--- src/rtl/exec_div_ctrl_pkg.sv ---
// Shared definitions for the EX-stage divide sequencing slice.
// Holds the ALU op-class and op-control encodings, the divider iteration
// count, the divide-controller state enum and small op-decoding helpers.
package exec_div_ctrl_pkg;

  localparam int SHIFT_COUNT = 32;

  typedef enum logic [1:0] {
    ALUOP_ADD = 2'd0,
    ALUOP_ALU = 2'd1,
    ALUOP_MUL = 2'd2,
    ALUOP_DIV = 2'd3
  } aluop_t;

  typedef enum logic [3:0] {
    ALU_ADD  = 4'h0,
    ALU_SUB  = 4'h1,
    ALU_AND  = 4'h2,
    ALU_OR   = 4'h3,
    ALU_DIV  = 4'h8,
    ALU_DIVU = 4'h9,
    ALU_REM  = 4'ha,
    ALU_REMU = 4'hb
  } alucontrol_t;

  typedef enum logic [1:0] {
    IDLE = 2'd0,
    BUSY = 2'd1,
    DONE = 2'd2
  } divctrl_state_t;

  function automatic logic is_signed_div(alucontrol_t op);
    return (op == ALU_DIV) || (op == ALU_REM);
  endfunction

  function automatic logic is_rem_op(alucontrol_t op);
    return (op == ALU_REM) || (op == ALU_REMU);
  endfunction

endpackage

--- src/rtl/exec_div_ctrl_if.sv ---
// Bus between the divide controller and the iterative divider.
// master (controller): drives div_fire, div_flush, div_alucontrol, div_a,
//                      div_b; receives div_valid, divresult.
// slave  (divider):    the mirror image.
interface exec_div_ctrl_if;
  import exec_div_ctrl_pkg::*;

  logic        div_fire;
  logic        div_flush;
  alucontrol_t div_alucontrol;
  logic [31:0] div_a;
  logic [31:0] div_b;
  logic        div_valid;
  logic [31:0] divresult;

  modport master (
    output div_fire,
    output div_flush,
    output div_alucontrol,
    output div_a,
    output div_b,
    input  div_valid,
    input  divresult
  );

  modport slave (
    input  div_fire,
    input  div_flush,
    input  div_alucontrol,
    input  div_a,
    input  div_b,
    output div_valid,
    output divresult
  );

endinterface

--- src/rtl/exec_div_special.sv ---
// Combinational resolver for the RISC-V divide corner cases that never
// reach the divider.
// Ports:
//   alucontrol     in   DIV/DIVU/REM/REMU
//   in_a, in_b     in   dividend, divisor
//   is_special     out  operands hit a corner case
//   special_result out  architectural result for that corner case
module exec_div_special
  import exec_div_ctrl_pkg::*;
(
  input  alucontrol_t alucontrol,
  input  logic [31:0] in_a,
  input  logic [31:0] in_b,
  output logic        is_special,
  output logic [31:0] special_result
);

  always_comb begin
    is_special     = 1'b0;
    special_result = '0;
    // Divide-by-zero outranks signed overflow (0x80000000 / 0 is a div-by-zero).
    if (in_b == 32'h0) begin
      is_special     = 1'b1;
      special_result = is_rem_op(alucontrol) ? in_a : 32'hffff_ffff;
    end else if (is_signed_div(alucontrol) && in_a == 32'h8000_0000 &&
                 in_b == 32'hffff_ffff) begin
      is_special     = 1'b1;
      special_result = is_rem_op(alucontrol) ? 32'h0 : 32'h8000_0000;
    end
  end

endmodule

--- src/rtl/exec_div_ctrl.sv ---
// Sequencing controller for the EX-stage iterative divider.
// Resolves corner cases combinationally, reuses the divider's held result
// when the same operands/signedness come round again, otherwise launches
// the divider and stalls EX until the result is back.
// Ports:
//   clk, rst         clock, synchronous active-high reset
//   flush            EX flush
//   ex_valid         EX holds a valid instruction
//   ex_advance       EX instruction leaves EX this cycle
//   aluop/alucontrol EX op class and op
//   in_a, in_b       dividend, divisor
//   div_stall        hold EX and earlier stages
//   div_result       result for the EX mux
//   div_bus          divider bus (master side)
//
// state | meaning
// IDLE  | no divide in flight; specials and cache hits answered here
// BUSY  | divider running, EX stalled
// DONE  | result held in res_q until EX advances
module exec_div_ctrl
  import exec_div_ctrl_pkg::*;
(
  input  logic            clk,
  input  logic            rst,
  input  logic            flush,
  input  logic            ex_valid,
  input  logic            ex_advance,
  input  aluop_t          aluop,
  input  alucontrol_t     alucontrol,
  input  logic [31:0]     in_a,
  input  logic [31:0]     in_b,
  output logic            div_stall,
  output logic [31:0]     div_result,
  exec_div_ctrl_if.master div_bus
);

  divctrl_state_t state_q, state_d;

  logic        c_valid;
  logic [31:0] c_a;
  logic [31:0] c_b;
  logic        c_signed;
  logic [31:0] res_q;
  alucontrol_t op_q;

  logic        div_op;
  logic        signed_op;
  logic        hit;
  logic        launch;
  logic        is_special;
  logic [31:0] special_result;

  exec_div_special u_special (
    .alucontrol     (alucontrol),
    .in_a           (in_a),
    .in_b           (in_b),
    .is_special     (is_special),
    .special_result (special_result)
  );

  assign div_op    = ex_valid && (aluop == ALUOP_DIV);
  assign signed_op = is_signed_div(alucontrol);
  assign hit       = c_valid && (c_a == in_a) && (c_b == in_b) && (c_signed == signed_op);

  assign div_bus.div_a = in_a;
  assign div_bus.div_b = in_b;

  // Kept apart from the main decode: divresult is a function of this, and
  // div_result is a function of divresult.
  always_comb begin
    div_bus.div_alucontrol = op_q;
    if (state_q == IDLE && div_op) begin
      div_bus.div_alucontrol = alucontrol;
    end
  end

  always_ff @(posedge clk) begin
    if (rst) begin
      state_q <= IDLE;
    end else begin
      state_q <= state_d;
    end
  end

  always_comb begin
    state_d    = state_q;
    launch     = 1'b0;
    div_stall  = 1'b0;
    div_result = '0;
    div_bus.div_flush = 1'b0;

    case (state_q)
      IDLE: begin
        if (div_op) begin
          if (is_special) begin
            div_result = special_result;
          end else if (hit) begin
            div_result = div_bus.divresult;
          end else begin
            launch    = 1'b1;
            div_stall = 1'b1;
            state_d   = BUSY;
          end
        end
      end
      BUSY: begin
        div_stall = div_op;
        if (div_bus.div_valid) begin
          state_d = DONE;
        end
      end
      DONE: begin
        if (div_op) begin
          div_result = res_q;
        end
        if (ex_advance) begin
          state_d = IDLE;
        end
      end
      default: state_d = IDLE;
    endcase

    // A flushed instruction must neither hold the pipe nor start the divider.
    if (flush) begin
      state_d           = IDLE;
      launch            = 1'b0;
      div_stall         = 1'b0;
      div_bus.div_flush = 1'b1;
    end

    if (rst) begin
      launch            = 1'b0;
      div_stall         = 1'b0;
      div_bus.div_flush = 1'b0;
    end

    div_bus.div_fire = launch;
  end

  // Operand tags are captured at launch with the entry marked invalid, since
  // the divider's held state is being overwritten; the entry becomes valid
  // once the divider reports completion.
  always_ff @(posedge clk) begin
    if (rst) begin
      c_valid  <= 1'b0;
      c_a      <= '0;
      c_b      <= '0;
      c_signed <= 1'b0;
      res_q    <= '0;
      op_q     <= ALU_DIVU;
    end else if (flush) begin
      c_valid <= 1'b0;
    end else if (launch) begin
      c_valid  <= 1'b0;
      c_a      <= in_a;
      c_b      <= in_b;
      c_signed <= signed_op;
      op_q     <= alucontrol;
    end else if (state_q == BUSY && div_bus.div_valid) begin
      c_valid <= 1'b1;
      res_q   <= div_bus.divresult;
    end
  end

endmodule

--- src/flat_wrapper.sv ---
// flat-port wrapper written by rule: the top's interface ports become plain ports
module exec_div_ctrl_flat import exec_div_ctrl_pkg::*;
  (clk, rst, flush, ex_valid, ex_advance, aluop, alucontrol, in_a, in_b, div_stall, div_result, div_bus_div_fire, div_bus_div_flush, div_bus_div_alucontrol, div_bus_div_a, div_bus_div_b, div_bus_div_valid, div_bus_divresult);
  exec_div_ctrl_if div_bus_i ();
  input  logic clk;
  input  logic rst;
  input  logic flush;
  input  logic ex_valid;
  input  logic ex_advance;
  input  aluop_t aluop;
  input  alucontrol_t alucontrol;
  input  logic [31:0] in_a;
  input  logic [31:0] in_b;
  output logic div_stall;
  output logic [31:0] div_result;
  output wire logic [$bits(div_bus_i.div_fire)-1:0] div_bus_div_fire;
  output wire logic [$bits(div_bus_i.div_flush)-1:0] div_bus_div_flush;
  output wire logic [$bits(div_bus_i.div_alucontrol)-1:0] div_bus_div_alucontrol;
  output wire logic [$bits(div_bus_i.div_a)-1:0] div_bus_div_a;
  output wire logic [$bits(div_bus_i.div_b)-1:0] div_bus_div_b;
  input wire logic [$bits(div_bus_i.div_valid)-1:0] div_bus_div_valid;
  input wire logic [$bits(div_bus_i.divresult)-1:0] div_bus_divresult;
  assign div_bus_div_fire = div_bus_i.div_fire;
  assign div_bus_div_flush = div_bus_i.div_flush;
  assign div_bus_div_alucontrol = div_bus_i.div_alucontrol;
  assign div_bus_div_a = div_bus_i.div_a;
  assign div_bus_div_b = div_bus_i.div_b;
  assign div_bus_i.div_valid = div_bus_div_valid;
  assign div_bus_i.divresult = div_bus_divresult;
  exec_div_ctrl u_core (.clk(clk), .rst(rst), .flush(flush), .ex_valid(ex_valid), .ex_advance(ex_advance), .aluop(aluop), .alucontrol(alucontrol), .in_a(in_a), .in_b(in_b), .div_stall(div_stall), .div_result(div_result), .div_bus(div_bus_i));
endmodule
--- config.mk ---
export PLATFORM = sky130hd
export DESIGN_NAME = exec_div_ctrl_flat
export DESIGN_NICKNAME = d
export VERILOG_FILES = /design/src/rtl/exec_div_ctrl_pkg.sv /design/src/rtl/exec_div_ctrl_if.sv /design/src/rtl/exec_div_special.sv /design/src/rtl/exec_div_ctrl.sv /design/src/flat_wrapper.sv
export SDC_FILE = /design/constraint.sdc
export NUM_CORES = 1
export LEC_CHECK = 0
export ABC_AREA = 1
export BUFFER_PORTS_ARGS = -buffer_cell sky130_fd_sc_hd__buf_2
export CELL_PAD_IN_SITES_DETAIL_PLACEMENT = 1
export CELL_PAD_IN_SITES_GLOBAL_PLACEMENT = 1
export CORE_MARGIN = 1
export CORE_UTILIZATION = 37
export DETAILED_ROUTE_END_ITERATION = 10
export GPL_ROUTABILITY_DRIVEN = 0
export PLACE_DENSITY = 0.85
export SYNTH_ARGS = -nofsm -noshare
export SYNTH_HDL_FRONTEND = slang
export SYNTH_SLANG_ARGS = --single-unit
--- constraint.sdc ---
create_clock -name clk -period 4.46 [get_ports clk]
set_input_delay 0.892 -clock clk [delete_from_list [all_inputs] [get_ports clk]]
set_output_delay 0.892 -clock clk [all_outputs]
set_load 0.1 [all_outputs]
## Word level (Yosys, flattened, before mapping)

Index checks and enable logic that the tools add are counted.

- Bitwise logic cells: 2
- Eq/ne operators: 16
- Muxes and demuxes: 29
- Reduce and logical (&&, ||, !) cells: 17

Operators by type and width:

| cell | number |
|---|---|
| $mux W32 | 8 |
| $eq A32 B32 Y1 | 2 |
| $eq A32 B32 Y1 const B | 2 |
| $pmux W32 S2 | 1 |
| $logic_not A32 Y1 | 1 |
| $eq A4 B4 Y1 const B | 3 |
| $mux W1 | 12 |
| $mux W2 | 5 |
| $logic_and A1 B1 Y1 | 8 |
| $ne A2 B2 Y1 const B | 4 |
| $pmux W2 S3 | 1 |
| $reduce_and A5 Y1 | 1 |
| $eq A2 B2 Y1 const B | 2 |
| $mux W4 | 1 |
| $reduce_and A3 Y1 | 1 |
| $reduce_or A3 Y1 | 1 |
| $eq A2 B1 Y1 const B | 1 |
| $logic_not A2 Y1 | 1 |
| $logic_or A1 B1 Y1 | 2 |
| $ne A2 B1 Y1 const B | 1 |
| $not A1 Y1 | 2 |
| $pmux W1 S2 | 1 |
| $reduce_and A2 Y1 | 1 |
| $reduce_or A2 Y1 | 1 |
| $eq A1 B1 Y1 | 1 |

- Register bits: 104
- Output and inout port bits: 103
- Word-level logic and storage cells: 71

## Depth between registers and ports, before layout

- Depth in word-level cells: 13
- Depth in mapped cells: 15
- Depth with buffers taken out: 13

## Hierarchy

Synthesis repeated with hierarchy kept, for this count alone.

- Cells, all modules: 1165
- Area, all modules: 6801.5 um2

Modules (own cells, without submodules):

| module | cells an instance | seq. area each (um2) | times used | area each (um2) |
|---|---|---|---|---|
| exec_div_ctrl | 1002 | 2082.0 | 1 | 6137.1 |
| exec_div_special | 163 | 0.0 | 1 | 664.4 |

## Worst setup path before layout

No wires, ideal clock.

- Kind: input port to output port
- Start: input port ex_valid
- End: output port div_bus_div_alucontrol[0]
- Arrival time: 3.683 ns
- Path slack: -0.115 ns
- Cell stages on the path: 5
- Path through: nand3_1 > nor3_2 > inv_2 > clkbuf_1 > o21ai_0

- Longest elaborated chain between the ends: 3

Ends and longest elaborated chain:

| what | line | text |
|---|---|---|
| from (decl) | flat_wrapper.sv:8 | `input logic ex_valid;` |
| $logic_and A1 B1 Y1 | exec_div_ctrl.sv:61 | `assign div_op = ex_valid && (aluop == ALUOP_DIV);` |
| $logic_and A1 B1 Y1 | exec_div_ctrl.sv:72 | `if (state_q == IDLE && div_op) begin` |
| $mux W4 | exec_div_ctrl.sv:72 |  |
| to (decl) | flat_wrapper.sv:18 | `output wire logic [$bits(div_bus_i.div_alucontrol)-1:0] div_bus_div_alucontrol;` |

Every way passes these cells.

## Worst setup path after layout

- Start: input port in_b[10]
- End: output port div_result[13]

- Longest elaborated chain between the ends: 7

Ends and longest elaborated chain:

| what | line | text |
|---|---|---|
| from (decl) | flat_wrapper.sv:13 | `input logic [31:0] in_b;` |
| $eq A32 B32 Y1, on equally long branches | exec_div_special.sv:26, exec_div_ctrl.sv:63 |  |
| $logic_and A1 B1 Y1, on equally long branches | exec_div_special.sv:25, exec_div_ctrl.sv:63 |  |
| $mux W32, or another cell as far along | exec_div_special.sv:25 | `end else if (is_signed_div(alucontrol) && in_a == 32'h8000_0000 &&` |
| $mux W32, or another cell as far along | exec_div_special.sv:22 | `if (in_b == 32'h0) begin` |
| $mux W32 * | exec_div_ctrl.sv:95 | `if (is_special) begin` |
| $mux W32 * | exec_div_ctrl.sv:94 | `if (div_op) begin` |
| $pmux W32 S2 * | exec_div_ctrl.sv:92 | `case (state_q)` |
| to (decl) | flat_wrapper.sv:15 | `output logic [31:0] div_result;` |

Mark *: on every way between the ends. The rest lies on a longest branch, timed or not.

==> results.sh <==
export IMPL_ios=211
export IMPL_synth_top_area_share_pct=30.6
export IMPL_min_from="u_core.c_valid$_SDFFE_PP0P_"
export IMPL_hold_viol=0
export IMPL_min_period_ns=4.17
export IMPL_cts_tree="built"
export IMPL_grt_start_max_net_pins=71
export IMPL_critPathKind="in2out"
export IMPL_die_y_microns=138
export IMPL_synth_most_common_cell="nand2_1"
export IMPL_slew_violations=0
export IMPL_dp_hpwl_mm=18.4
export IMPL_ctsHoldBuffers=0
export IMPL_clk_path_buf_depth=2
export IMPL_period_share_pct=93.5
export IMPL_grt_overflow=0
export IMPL_synth_ff_type="dfxtp_1"
export IMPL_coreArea_sq_um=18000
export IMPL_dpl_cell_area_sq_um=7890
export IMPL_num_vias=7847
export IMPL_cp_data_required_time_ns=3.57
export IMPL_nets=1413
export IMPL_clk_pin_slew_ns=0.07
export IMPL_synth_largest_area_cell="dfxtp_1"
export IMPL_cts_resized=0
export IMPL_ys_seq_area_share_pct=30.6
export IMPL_synth_commonest_cells="445 x nand2_1, 147 x nor2_1, 105 x nand3_1"
export IMPL_synthTopCellsByArea="dfxtp_1 31%, nand2_1 25%, nor2_1 8.1%, nand3_1 7.7%, buf_4 7.1%"
export IMPL_rsz0062_at_grt="no"
export IMPL_skew_ns=0.0103
export IMPL_yosysWarnings=0
export IMPL_synth_edff_count=0
export IMPL_status="complete, no violations"
export IMPL_fp_dieW_microns=138
export IMPL_start_util_pct=37.9
export IMPL_synth_avg_cell_area_sq_um=5.76
export IMPL_drive_above_1_share_pct=21.5
export IMPL_post_route_util_pct=45.5
export IMPL_io_buffers=210
export IMPL_rr_worst_depth=13
export IMPL_critPathMaxFanout=17
export IMPL_fillers=2534
export IMPL_final_cell_area_sq_um=8180
export IMPL_drt_iter0_drc=413
export IMPL_r2r_start="u_core.c_b[12]$_SDFFE_PP0P_"
export IMPL_htreeDepth=3
export IMPL_max_cap_violations=0
export IMPL_tns_ns=0
export IMPL_grt_pass1_vias=7787
export IMPL_setup_viol=0
export IMPL_synth_seq_cells=104
export IMPL_ant_nets=0
export IMPL_r2r_slack_ns=1.51
export IMPL_cts_root_buf="clkbuf_16"
export IMPL_power_leakage_nw=4.31
export IMPL_hold_end="u_core.c_valid$_SDFFE_PP0P_"
export IMPL_dr_pass1_iters=5
export IMPL_grt_usage_pct=27.4
export IMPL_slew_headroom_pct=44.1
export IMPL_tightest_slew_ns=0.838
export IMPL_grt_pass1_wl_mm=39.5
export IMPL_ir_worst_vdd_mv=0.184
export IMPL_vias_per_cell=5.09
export IMPL_drc=0
export IMPL_arrival_ns=3.28
export IMPL_min_path_cells=2
export IMPL_startpoint_type="input port"
export IMPL_synth_cell_types=29
export IMPL_die_area_sq_um=18900
export IMPL_post_cts_buffers=0
export IMPL_synth_fp_nets=1289
export IMPL_end_kind="output pin"
export IMPL_cts_sinks=104
export IMPL_synth_cells=1181
export IMPL_fmax_mhz=240
export IMPL_hold_class="reg2reg"
export IMPL_async_reset_ff_share_pct=0
export IMPL_area_growth_synth_to_final_pct=20.2
export IMPL_avgRoutedWirePerCell_microns=16.4
export IMPL_drt_total_wl_mm=25.3
export IMPL_rows=49
export IMPL_clk_latency_ns=0.36
export IMPL_r2r_end="u_core.c_a[7]$_SDFFE_PP0P_"
export IMPL_numCtsBuffers=9
export IMPL_power_density_nw_per_um2=279
export IMPL_antenna_found_initial=3
export IMPL_power_mw=2.29
export IMPL_netlist_area_sq_um=6800
[routing by layer]
layer	GRT usage, %	up-vias	part of all wire, %
met5	0	-	0.055
met1	32.3	3712	42
met4	11.4	2	3.0
met2	48.3	246	48
met3	5.26	48	6.6
li1	-	3839	-
[per-stage QoR]
step,hold slack (ns),std cells,worst slack [ns]
2_1_floorplan,0.441,1181,-0.115
3_3_place_gp,0.453,1523,0.475
3_5_place_dp,0.455,1523,0.425
4_1_cts,0.465,1539,0.376
5_1_grt,0.481,1540,0.189
6_report,0.465,1541,0.292
[sequential cells by signal (all words and copies together) (netlist names)]
register,flops
u_core.c_a,32
u_core.c_signed,1
u_core.c_b,32
u_core.c_valid,1
u_core.res_q,32
u_core.op_q,4
u_core.state_q,2
[worst max-delay path, cell delays in order]
cell and delay, ns:
buf_2 0.14, inv_1 0.09, nand2_1 0.07, nand2_1 0.06, nor2_1 0.10, nand2_1 0.10
nor2_1 0.26, nand2_1 0.08, nor2_1 0.13, nand3_2 0.40, o21ai_0 0.35, nand2_1 0.09
nand2_1 0.07, buf_2 0.44
[final cells by class]
| class | instances | area [sq um] | area share (%) |
|---|---|---|---|
| repair buffers | 229 | 1510 | 18.5 |
| multi-input cells | 846 | 3580 | 43.7 |
| well taps | 229 | 287 | 3.50 |
| clock buffers | 14 | 274 | 3.35 |
| flip-flops and latches | 104 | 2080 | 25.5 |
| diodes | 2 | 5.00 | 0.0612 |
| clock inverters | 2 | 12.5 | 0.153 |
| inverters | 115 | 432 | 5.28 |
[kinds of logic after synthesis]
| kind of cell | count (synthesis) | share of synthesized area, % |
|---|---|---|
| xor gates and xnor gates | 9 | 1.16 |
| AOI/OAI and AO/OA | 118 | 8.75 |
| and+or+nand+nor | 719 | 42.6 |
| DFF | 104 | 30.6 |
| buffers and inverters | 231 | 16.9 |
[power by group]
| part | switching, mW | leakage, nW | internal, mW |
|---|---|---|---|
| logic | 0.418 | 3.33 | 0.105 |
| clock network | 0.380 | 0.139 | 0.426 |
| registers | 0.0116 | 0.840 | 0.944 |
[cells in the final DEF (no fill, tap or decap), drive strengths merged]
master | netlist | final
a21oi | 24 | 24
clkbuf | 34 | 14
xnor2 | 8 | 8
nand2 | 445 | 445
diode | 0 | 2
dfxtp | 104 | 104
clkinv | 2 | 3
nor2 | 150 | 150
or3 | 1 | 1
buf | 82 | 229
nand3 | 107 | 107
clkinvlp | 0 | 1
nand4 | 9 | 9
o31ai | 1 | 1
nor3 | 3 | 3
xor2 | 1 | 1
o22ai | 2 | 2
inv | 113 | 113
or2 | 3 | 3
o21ai | 91 | 91
nand3b | 1 | 1
[how the worst max path moves through the flow]
| stage | startpoint | end | depth (start not counted) |
|---|---|---|---|
| floorplan | ex_valid | div_bus_div_alucontrol[0] | 5 |
| global placement | alucontrol[0] | div_result[7] | 14 |
| detailed placement | in_b[10] | div_result[13] | 14 |
| CTS | in_b[10] | div_result[13] | 14 |
| global route | in_b[10] | div_result[25] | 14 |
| finish | in_b[10] | div_result[13] | 14 |
Note: power is estimated with default switching activity, not from simulation.
